--- src/rtl/apb_cmd_sequencer.sv ---
// APB command front-end: queues host read/write commands and issues them one at a time
// to the APB single-slave subsystem, returning one response per command.
package apb_pkg;
  localparam int SLV_ADDR_WIDTH = 2;
  localparam int ADDR_WIDTH     = 8;
  localparam int DATA_WIDTH     = 8;
endpackage

module apb_cmd_sequencer
  import apb_pkg::*;
#(
  parameter int DEPTH   = 4,
  parameter int TIMEOUT = 16
) (
  input  logic                      pclk,
  input  logic                      preset,
  input  logic                      cmd_valid,
  output logic                      cmd_ready,
  input  logic                      cmd_wr,
  input  logic [SLV_ADDR_WIDTH-1:0] cmd_slv,
  input  logic [ADDR_WIDTH-1:0]     cmd_addr,
  input  logic [DATA_WIDTH-1:0]     cmd_wdata,
  output logic                      rsp_valid,
  input  logic                      rsp_ready,
  output logic [DATA_WIDTH-1:0]     rsp_rdata,
  output logic                      rsp_err,
  output logic                      rsp_timeout,
  output logic [SLV_ADDR_WIDTH-1:0] slv_addr_o,
  output logic [ADDR_WIDTH-1:0]     addr_o,
  output logic [DATA_WIDTH-1:0]     data_o,
  output logic                      wr_o,
  output logic                      newd_o,
  input  logic                      done_i,
  input  logic [DATA_WIDTH-1:0]     dataout_i,
  input  logic                      slverr_i,
  output logic                      busy_o,
  output logic [$clog2(DEPTH):0]    level_o
);

  // state | meaning
  // IDLE  | no transfer in flight, no response held
  // ISSUE | one-cycle newd pulse, head popped
  // WAIT  | waiting for done_i or timeout
  // RESP  | response held until rsp_ready
  typedef enum logic [1:0] {IDLE, ISSUE, WAIT, RESP} state_t;

  localparam int PW = $clog2(DEPTH);
  localparam int LW = PW + 1;
  localparam int CW = $clog2(TIMEOUT);

  typedef struct packed {
    logic                      wr;
    logic [SLV_ADDR_WIDTH-1:0] slv;
    logic [ADDR_WIDTH-1:0]     addr;
    logic [DATA_WIDTH-1:0]     wdata;
  } cmd_t;

  state_t                    state_q, state_d;
  logic [PW-1:0]             wr_ptr_q, wr_ptr_d;
  logic [PW-1:0]             rd_ptr_q, rd_ptr_d;
  logic [LW-1:0]             level_q, level_d;
  logic [CW-1:0]             cnt_q, cnt_d;
  logic [SLV_ADDR_WIDTH-1:0] slv_q, slv_d;
  logic [ADDR_WIDTH-1:0]     addr_q, addr_d;
  logic [DATA_WIDTH-1:0]     data_q, data_d;
  logic                      wr_q, wr_d;
  logic [DATA_WIDTH-1:0]     rdata_q, rdata_d;
  logic                      err_q, err_d;
  logic                      tmo_q, tmo_d;

  cmd_t mem_q [DEPTH];
  cmd_t cmd_in;
  cmd_t head;
  logic push;
  logic pop;

  assign cmd_ready = (level_q < LW'(DEPTH));
  assign push      = cmd_valid && cmd_ready;
  assign pop       = (state_q == ISSUE);
  assign cmd_in    = '{wr: cmd_wr, slv: cmd_slv, addr: cmd_addr, wdata: cmd_wdata};
  assign head      = mem_q[rd_ptr_q];

  // Storage needs no reset: level_q alone decides which entries are meaningful.
  always_ff @(posedge pclk) begin
    if (push) mem_q[wr_ptr_q] <= cmd_in;
  end

  always_comb begin
    wr_ptr_d = wr_ptr_q;
    rd_ptr_d = rd_ptr_q;
    level_d  = level_q;
    if (push) wr_ptr_d = wr_ptr_q + PW'(1);
    if (pop)  rd_ptr_d = rd_ptr_q + PW'(1);
    case ({push, pop})
      2'b10:   level_d = level_q + LW'(1);
      2'b01:   level_d = level_q - LW'(1);
      default: level_d = level_q;
    endcase
  end

  always_comb begin
    state_d = state_q;
    cnt_d   = cnt_q;
    slv_d   = slv_q;
    addr_d  = addr_q;
    data_d  = data_q;
    wr_d    = wr_q;
    rdata_d = rdata_q;
    err_d   = err_q;
    tmo_d   = tmo_q;
    case (state_q)
      IDLE: begin
        if (level_q != '0) begin
          state_d = ISSUE;
          slv_d   = head.slv;
          addr_d  = head.addr;
          data_d  = head.wdata;
          wr_d    = head.wr;
        end
      end
      ISSUE: begin
        state_d = WAIT;
        cnt_d   = '0;
      end
      WAIT: begin
        // done_i takes priority over an expiring timer in the same cycle
        if (done_i) begin
          state_d = RESP;
          rdata_d = wr_q ? '0 : dataout_i;
          err_d   = slverr_i;
          tmo_d   = 1'b0;
        end else if (cnt_q == CW'(TIMEOUT - 1)) begin
          state_d = RESP;
          rdata_d = '0;
          err_d   = 1'b1;
          tmo_d   = 1'b1;
        end else begin
          cnt_d = cnt_q + CW'(1);
        end
      end
      RESP: begin
        if (rsp_ready) state_d = IDLE;
      end
      default: state_d = IDLE;
    endcase
  end

  always_ff @(posedge pclk or posedge preset) begin
    if (preset) begin
      state_q  <= IDLE;
      wr_ptr_q <= '0;
      rd_ptr_q <= '0;
      level_q  <= '0;
      cnt_q    <= '0;
      slv_q    <= '0;
      addr_q   <= '0;
      data_q   <= '0;
      wr_q     <= 1'b0;
      rdata_q  <= '0;
      err_q    <= 1'b0;
      tmo_q    <= 1'b0;
    end else begin
      state_q  <= state_d;
      wr_ptr_q <= wr_ptr_d;
      rd_ptr_q <= rd_ptr_d;
      level_q  <= level_d;
      cnt_q    <= cnt_d;
      slv_q    <= slv_d;
      addr_q   <= addr_d;
      data_q   <= data_d;
      wr_q     <= wr_d;
      rdata_q  <= rdata_d;
      err_q    <= err_d;
      tmo_q    <= tmo_d;
    end
  end

  assign rsp_valid   = (state_q == RESP);
  assign rsp_rdata   = rdata_q;
  assign rsp_err     = err_q;
  assign rsp_timeout = tmo_q;
  assign slv_addr_o  = slv_q;
  assign addr_o      = addr_q;
  assign data_o      = data_q;
  assign wr_o        = wr_q;
  assign newd_o      = (state_q == ISSUE);
  assign busy_o      = (state_q != IDLE);
  assign level_o     = level_q;

endmodule

--- config.mk ---
export PLATFORM = sky130hd
export DESIGN_NAME = apb_cmd_sequencer
export DESIGN_NICKNAME = d
export VERILOG_FILES = /design/src/rtl/apb_cmd_sequencer.sv
export SDC_FILE = /design/constraint.sdc
export NUM_CORES = 1
export LEC_CHECK = 0
export BUFFER_PORTS_ARGS = -buffer_cell sky130_fd_sc_hd__buf_2
export CORE_MARGIN = 5
export CORE_UTILIZATION = 51
export CTS_CLUSTER_SIZE = 14
export DETAILED_ROUTE_END_ITERATION = 7
export PLACE_DENSITY = 0.75
export SETUP_SLACK_MARGIN = 0.05
export SKIP_LAST_GASP = 1
export SYNTH_ARGS = -nofsm -noshare
export SYNTH_HDL_FRONTEND = slang
export SYNTH_SLANG_ARGS = --single-unit
--- constraint.sdc ---
create_clock -name pclk -period 1.6 [get_ports pclk]
set_input_delay 0.32 -clock pclk [delete_from_list [all_inputs] [get_ports pclk]]
set_output_delay 0.32 -clock pclk [all_outputs]
set_load 0.1 [all_outputs]
==> impl_metrics.yaml, run 1 <==
routing:
  vias: 2627
  drc: 0
  drtIter0Drc: 128
  wirelength_um: 9920
  vias_per_cell: 5.39
  dr.pass1.iters: 4
  final_antenna_net_count: 0
  wl_per_cell_um: 20.4
hold_path:
  hp-start: "cmd_wdata[2]"
  min_path_type: "input port to register"
timing:
  timing.fmax_mhz: 543
  setup_viol_count_final: 8
  fin_ws_ns: -0.242
  hold_viol: 0
  rsz0062_at_grt: "true"
  finalCriticalPeriod_ns: 1.84
  worst_pin_slew_ns: 0.317
  fin_crit_sh_pct: 115
  finClkSkew_ns: 0.0122
  slew_violations: 0
  relSlewSlack_pct: 78.8
  final.setup.tns_ns: -0.980
synth:
  syn_avg_cell_area_um2: 19.0
  ys_seq_area_share_pct: 72.3
  ys_ff_latch: 118
  syn-instance-count: 243
  syn_area_mm2: 0.00461
  synth_nets: 287
  synth_cell_types: 32
  yosysWarningCount: 0
clocking:
  clkSlewWorstSetupHoldPaths_ns: 0.06
  cts_root_buf: "clkbuf_8"
  clock_path_buffers: 2
  clock_sinks: 118
  clk_latency_ns: 0.52
  htreeDepth: 4
  numCtsBuffers: 17
  tritoncts: "yes"
setup_path:
  crit_path_start: "state_q[0]"
  critPathLaunchType: "register"
  r2r_slack_ns: -0.11
  path_max_fanout: 3
  worstPathArrival_ns: 1.52
  r2r_start: "state_q[0]"
  endpoint_kind: "output pin"
  path_class: "register to output pin"
  required_ns: 1.28
die:
  start_util_pct: 52.6
  die_area_mm2: 0.0110
  row_count: 34
  dieHeight_um: 105
  coreArea_mm2: 0.00876
  io_pins: 69
  die_w_um: 105
global_routing:
  antenna_found_initial: 0
  grt_pass1_wl_um: 14900
  grt_use_total_pct: 17.9
  grt-ovfl-total: 0
  grt_max_degree: 32
  grt_pass1_vias: 2933
status:
  status: "complete, but fails checks"
  violations: "setup timing"
finish:
  layoutNonFillerInstCount: 487
  fin_nets: 410
  antennaDiodeCount: 0
  fillers: 506
  layout_common_cells: "edfxtp_1, buf_4, dfrtp_1"
  syn_to_final_growth_pct: 42.1
  final_common_cell: "edfxtp_1"
  final_layout_size_suffix_gt1_share_pct: 53.3
placement:
  io_buffers: 68
  place_inst: 431
  dpl.hpwl_um: 5440
  globalplace.congestion: 0.734
run:
  cap_violations: 0
-- worst paths after layout --
check	endpoint	cells after the start
worst max-delay path	busy_o	5
worst min-delay path	mem_q[2][2]	1
worst max register to register	state_q[1]	6
worst min register to register	rsp_rdata[3]	1
max in group asynchronous	level_o[2]	4
min in group asynchronous	addr_o[6]	3
-- per-stage QoR --
| stage | area [µm²] | setup slack (ns) | hold slack, ns | utilization [%] |
|---|---|---|---|---|
| after floorplan | 4670 | -0.274 | 0.406 | - |
| after global routing | 6550 | -0.288 | 0.00347 | 74.8 |
| after global placement | 5400 | 0.00916 | 0.297 | 61.6 |
| final | 6550 | -0.242 | 0.0185 | 74.8 |
| after CTS | 6390 | -0.241 | 0.000149 | 72.9 |
| after detailed placement | 5400 | -0.0465 | 0.297 | 61.6 |
-- critical path, cell delays in order, from the launching register on --
cell and delay [ns]:
dfrtp_2 0.43, inv_2 0.09, ha_4 0.14, buf_6 0.10, clkinvlp_4 0.08, buf_12 0.17
-- cell families after synthesis --
family | after synthesis | synth area share [%]
xor gates and xnor gates | 6 | 1.14
buffers and inverters | 20 | 2.23
adders and majority gates | 11 | 3.15
DFF | 118 | 72.3
and+or+nand+nor | 28 | 3.26
muxes | 42 | 14.9
AOI/OAI and AO/OA | 18 | 3.04
-- cells in the mapped netlist --
| cell | instances | area (µm²) |
|---|---|---|
| edfxtp_1 | 76 | 2280 |
| dfrtp_1 | 42 | 1050 |
| mux2_2 | 20 | 225 |
| mux4_2 | 18 | 405 |
| inv_1 | 12 | 45.0 |
| ha_1 | 10 | 125 |
| a22o_1 | 8 | 70.1 |
| nand2_1 | 7 | 26.3 |
| a21oi_1 | 4 | 20.0 |
| and2_1 | 4 | 25.0 |
| nor2_1 | 4 | 15.0 |
| nor2b_1 | 4 | 25.0 |
| xnor2_1 | 4 | 35.0 |
| and3_1 | 3 | 18.8 |
| buf_6 | 3 | 33.8 |
| clkbuf_1 | 3 | 11.3 |
| mux2i_1 | 3 | 30.0 |
| nand2b_1 | 2 | 12.5 |
| nand3_1 | 2 | 10.0 |
| xor2_1 | 2 | 17.5 |
| a221oi_2 | 1 | 15.0 |
| a31o_2 | 1 | 8.76 |
| and2b_1 | 1 | 7.51 |
| buf_2 | 1 | 5.00 |
| buf_4 | 1 | 7.51 |
| fa_1 | 1 | 20.0 |
| mux4_1 | 1 | 26.3 |
| nor3_2 | 1 | 10.0 |
| o21ai_0 | 1 | 5.00 |
| o21ai_1 | 1 | 5.00 |
| o22ai_1 | 1 | 6.26 |
| o32a_1 | 1 | 10.0 |
-- routing by layer --
layer | track usage (%) | wire length, µm | vias up
li1 | - | - | 1183
met3 | 5.12 | 509 | 14
met1 | 20.6 | 3950 | 1353
met2 | 31.2 | 5300 | 77
met4 | 7.76 | 157 | 0
met5 | 0 | 0 | -
-- layout make-up --
type	count	area, µm²	share of cell area, %
inverter	12	51.3	0.783
sequential	118	3340	51.0
multi-input combinational	105	1350	20.5
timing repair buffer	112	1060	16.2
clock inverter	14	198	3.02
tap	108	135	2.06
clock buffer	18	418	6.38
-- flip-flops by register name, summed over array words and instances, names as in the netlist --
| name | cells |
|---|---|
| wr_ptr_q | 2 |
| rsp_timeout | 1 |
| slv_addr_o | 2 |
| cnt_q | 4 |
| wr_o | 1 |
| rsp_err | 1 |
| state_q | 2 |
| addr_o | 8 |
| rsp_rdata | 8 |
| mem_q | 76 |
| data_o | 8 |
| level_o | 3 |
| rd_ptr_q | 2 |
-- repair_timing --
| item | 4_1_cts | 5_1_grt |
|---|---|---|
| hold endpoints to repair | 43 | 0 |
| hold buffers | 10 | 0 |
| setup endpoints to repair | 63 | 118 |
| pin swaps | 8 | 6 |
| buffers inserted | 10 | 2 |
| gates cloned | 1 | 2 |
| gates resized for setup | 56 | 25 |
Power of run 1 is not shown: default switching activity piles up to over one toggle a cycle in this logic, so the estimate is an artifact.
==> run 2, diff against run 1 <==
--- a/config.mk
+++ b/config.mk
@@ -11,6 +11,7 @@
 export CTS_CLUSTER_SIZE = 14
 export DETAILED_ROUTE_END_ITERATION = 7
 export PLACE_DENSITY = 0.75
+export RECOVER_POWER = 25
 export SETUP_SLACK_MARGIN = 0.05
 export SKIP_LAST_GASP = 1
 export SYNTH_ARGS = -nofsm -noshare
==> run 2 against run 1 <==
The run still ends with setup timing left. Critical endpoint unchanged. Critical path depth unchanged. Highest routed layer unchanged. Flip-flop and latch count did not move. Non-clock buffer count unchanged. Maximum frequency about the same. Global-route usage is the same. Critical path type unchanged.
==> impl_metrics.yaml, run 2 (synthesis gave the netlist of run 1 again) <==
timing:
  fin_crit_sh_pct: 115
  timing.fmax_mhz: 543
  rsz0062_at_grt: "true"
  final.setup.tns_ns: -0.983
  finalCriticalPeriod_ns: 1.84
  slew_violations: 0
  setup_viol_count_final: 8
  hold_ws_ns: 0.0339
  relSlewSlack_pct: 60.8
  fin_ws_ns: -0.242
  finClkSkew_ns: 0.00798
  worst_pin_slew_ns: 0.588
  hold_viol: 0
hold_path:
  min_path_type: "input port to register"
  hp-start: "dataout_i[2]"
  hold_end: "rsp_rdata[2]"
  worstHoldPathCells: 2
setup_path:
  path_max_fanout: 3
  worstPathArrival_ns: 1.52
  r2r_start: "state_q[0]"
  slowest_delay_ns: 0.43
  reg2reg_depth: 6
  r2r_slack_ns: -0.11
  endpoint_kind: "output pin"
  reg2reg_to: "state_q[1]"
  path_cells: "inv_2 > ha_4 > buf_6 > clkinvlp_4 > buf_12"
  path_class: "register to output pin"
  critPathLaunchType: "register"
  required_ns: 1.28
  cp_slowest_cell: "dfrtp_2"
finish:
  syn_to_final_growth_pct: 41.7
  layout_common_cells: "edfxtp_1, buf_4, dfrtp_1"
  fin_nets: 410
  antennaDiodeCount: 0
  final_common_cell: "edfxtp_1"
  final_layout_size_suffix_gt1_share_pct: 49.3
  largest_reg_flops: 76
  regMostFlops: "mem_q"
  utilization_pct: 74.6
status:
  violations: "setup timing"
  status: "complete, but fails checks"
clocking:
  clock_path_buffers: 2
  clkSlewWorstSetupHoldPaths_ns: 0.06
  numCtsBuffers: 17
  clk_latency_ns: 0.52
  cts_root_buf: "clkbuf_8"
  clock_sinks: 118
  htreeDepth: 4
  tritoncts: "yes"
routing:
  wl_per_cell_um: 20.4
  vias: 2604
  final_antenna_net_count: 0
  drtIter0Drc: 123
  vias_per_cell: 5.35
  drc: 0
  dr.pass1.iters: 4
  wirelength_um: 9950
die:
  die_area_mm2: 0.0110
  dieHeight_um: 105
  start_util_pct: 52.6
  coreArea_mm2: 0.00876
  die_w_um: 105
  io_pins: 69
  row_count: 34
placement:
  io_buffers: 68
  dp_slack_ns: -0.0465
  globalplace.congestion: 0.734
  dpl.hpwl_um: 5440
run:
  cap_violations: 0
global_routing:
  grt_pass1_vias: 2933
  grt-ovfl-total: 0
  grt_max_degree: 32
  grt_pass1_wl_um: 14900
  grt_use_total_pct: 17.9
  antenna_found_initial: 0
[run 2: what timing repair did]
action | in CTS | in global routing
buffers inserted | 10 | 2
setup endpoints to repair | 63 | 118
cloned | 1 | 2
pin swaps | 8 | 6
hold endpoints to repair | 43 | 0
hold buffers | 10 | 0
gates resized for setup | 56 | 25
[run 2: how the worst max path moves through the flow]
| stage | from | end | slack, ns | cells after the start |
|---|---|---|---|---|
| finish | state_q[0] | busy_o | -0.24 | 5 |
| global route | state_q[0] | busy_o | -0.29 | 5 |
| CTS | state_q[1] | busy_o | -0.24 | 5 |
| detailed placement | state_q[0] | state_q[1] | -0.05 | 5 |
| global placement | state_q[0] | state_q[1] | 0.009 | 5 |
| floorplan | level_o[2] | level_o[2] | -0.27 | 9 |
[run 2: metrics by stage]
stage	std cells	cell area (µm²)
floorplan	243	4670
global placement	431	5400
detailed placement	431	5400
CTS	484	6390
global route	487	6530
finish	487	6530
[run 2: layout make-up]
cell class / count / area [µm²]
Sequential cell: 118 / 3340
Fill cell: 517 / 2230
Multi-Input combinational cell: 105 / 1350
Timing Repair Buffer: 112 / 1040
Clock buffer: 18 / 418
Clock inverter: 14 / 198
Tap cell: 108 / 135
Inverter: 12 / 51.3
[run 2: critical path, delay by kind of cell (launching register included)]
family	cells	cell delay (ns)
flip-flops	1	0.43
adder cells (fa/ha/maj)	1	0.14
buffers and inverters	4	0.44
[run 2: per-layer routing]
layer	wire length, µm	share of wire (%)	GRT usage, %
met2	5300	53	31.2
met4	155	1.6	7.76
met3	603	6.1	5.12
met5	0	0	0
met1	3890	39	20.6
Power of run 2 is left out for the same reason.
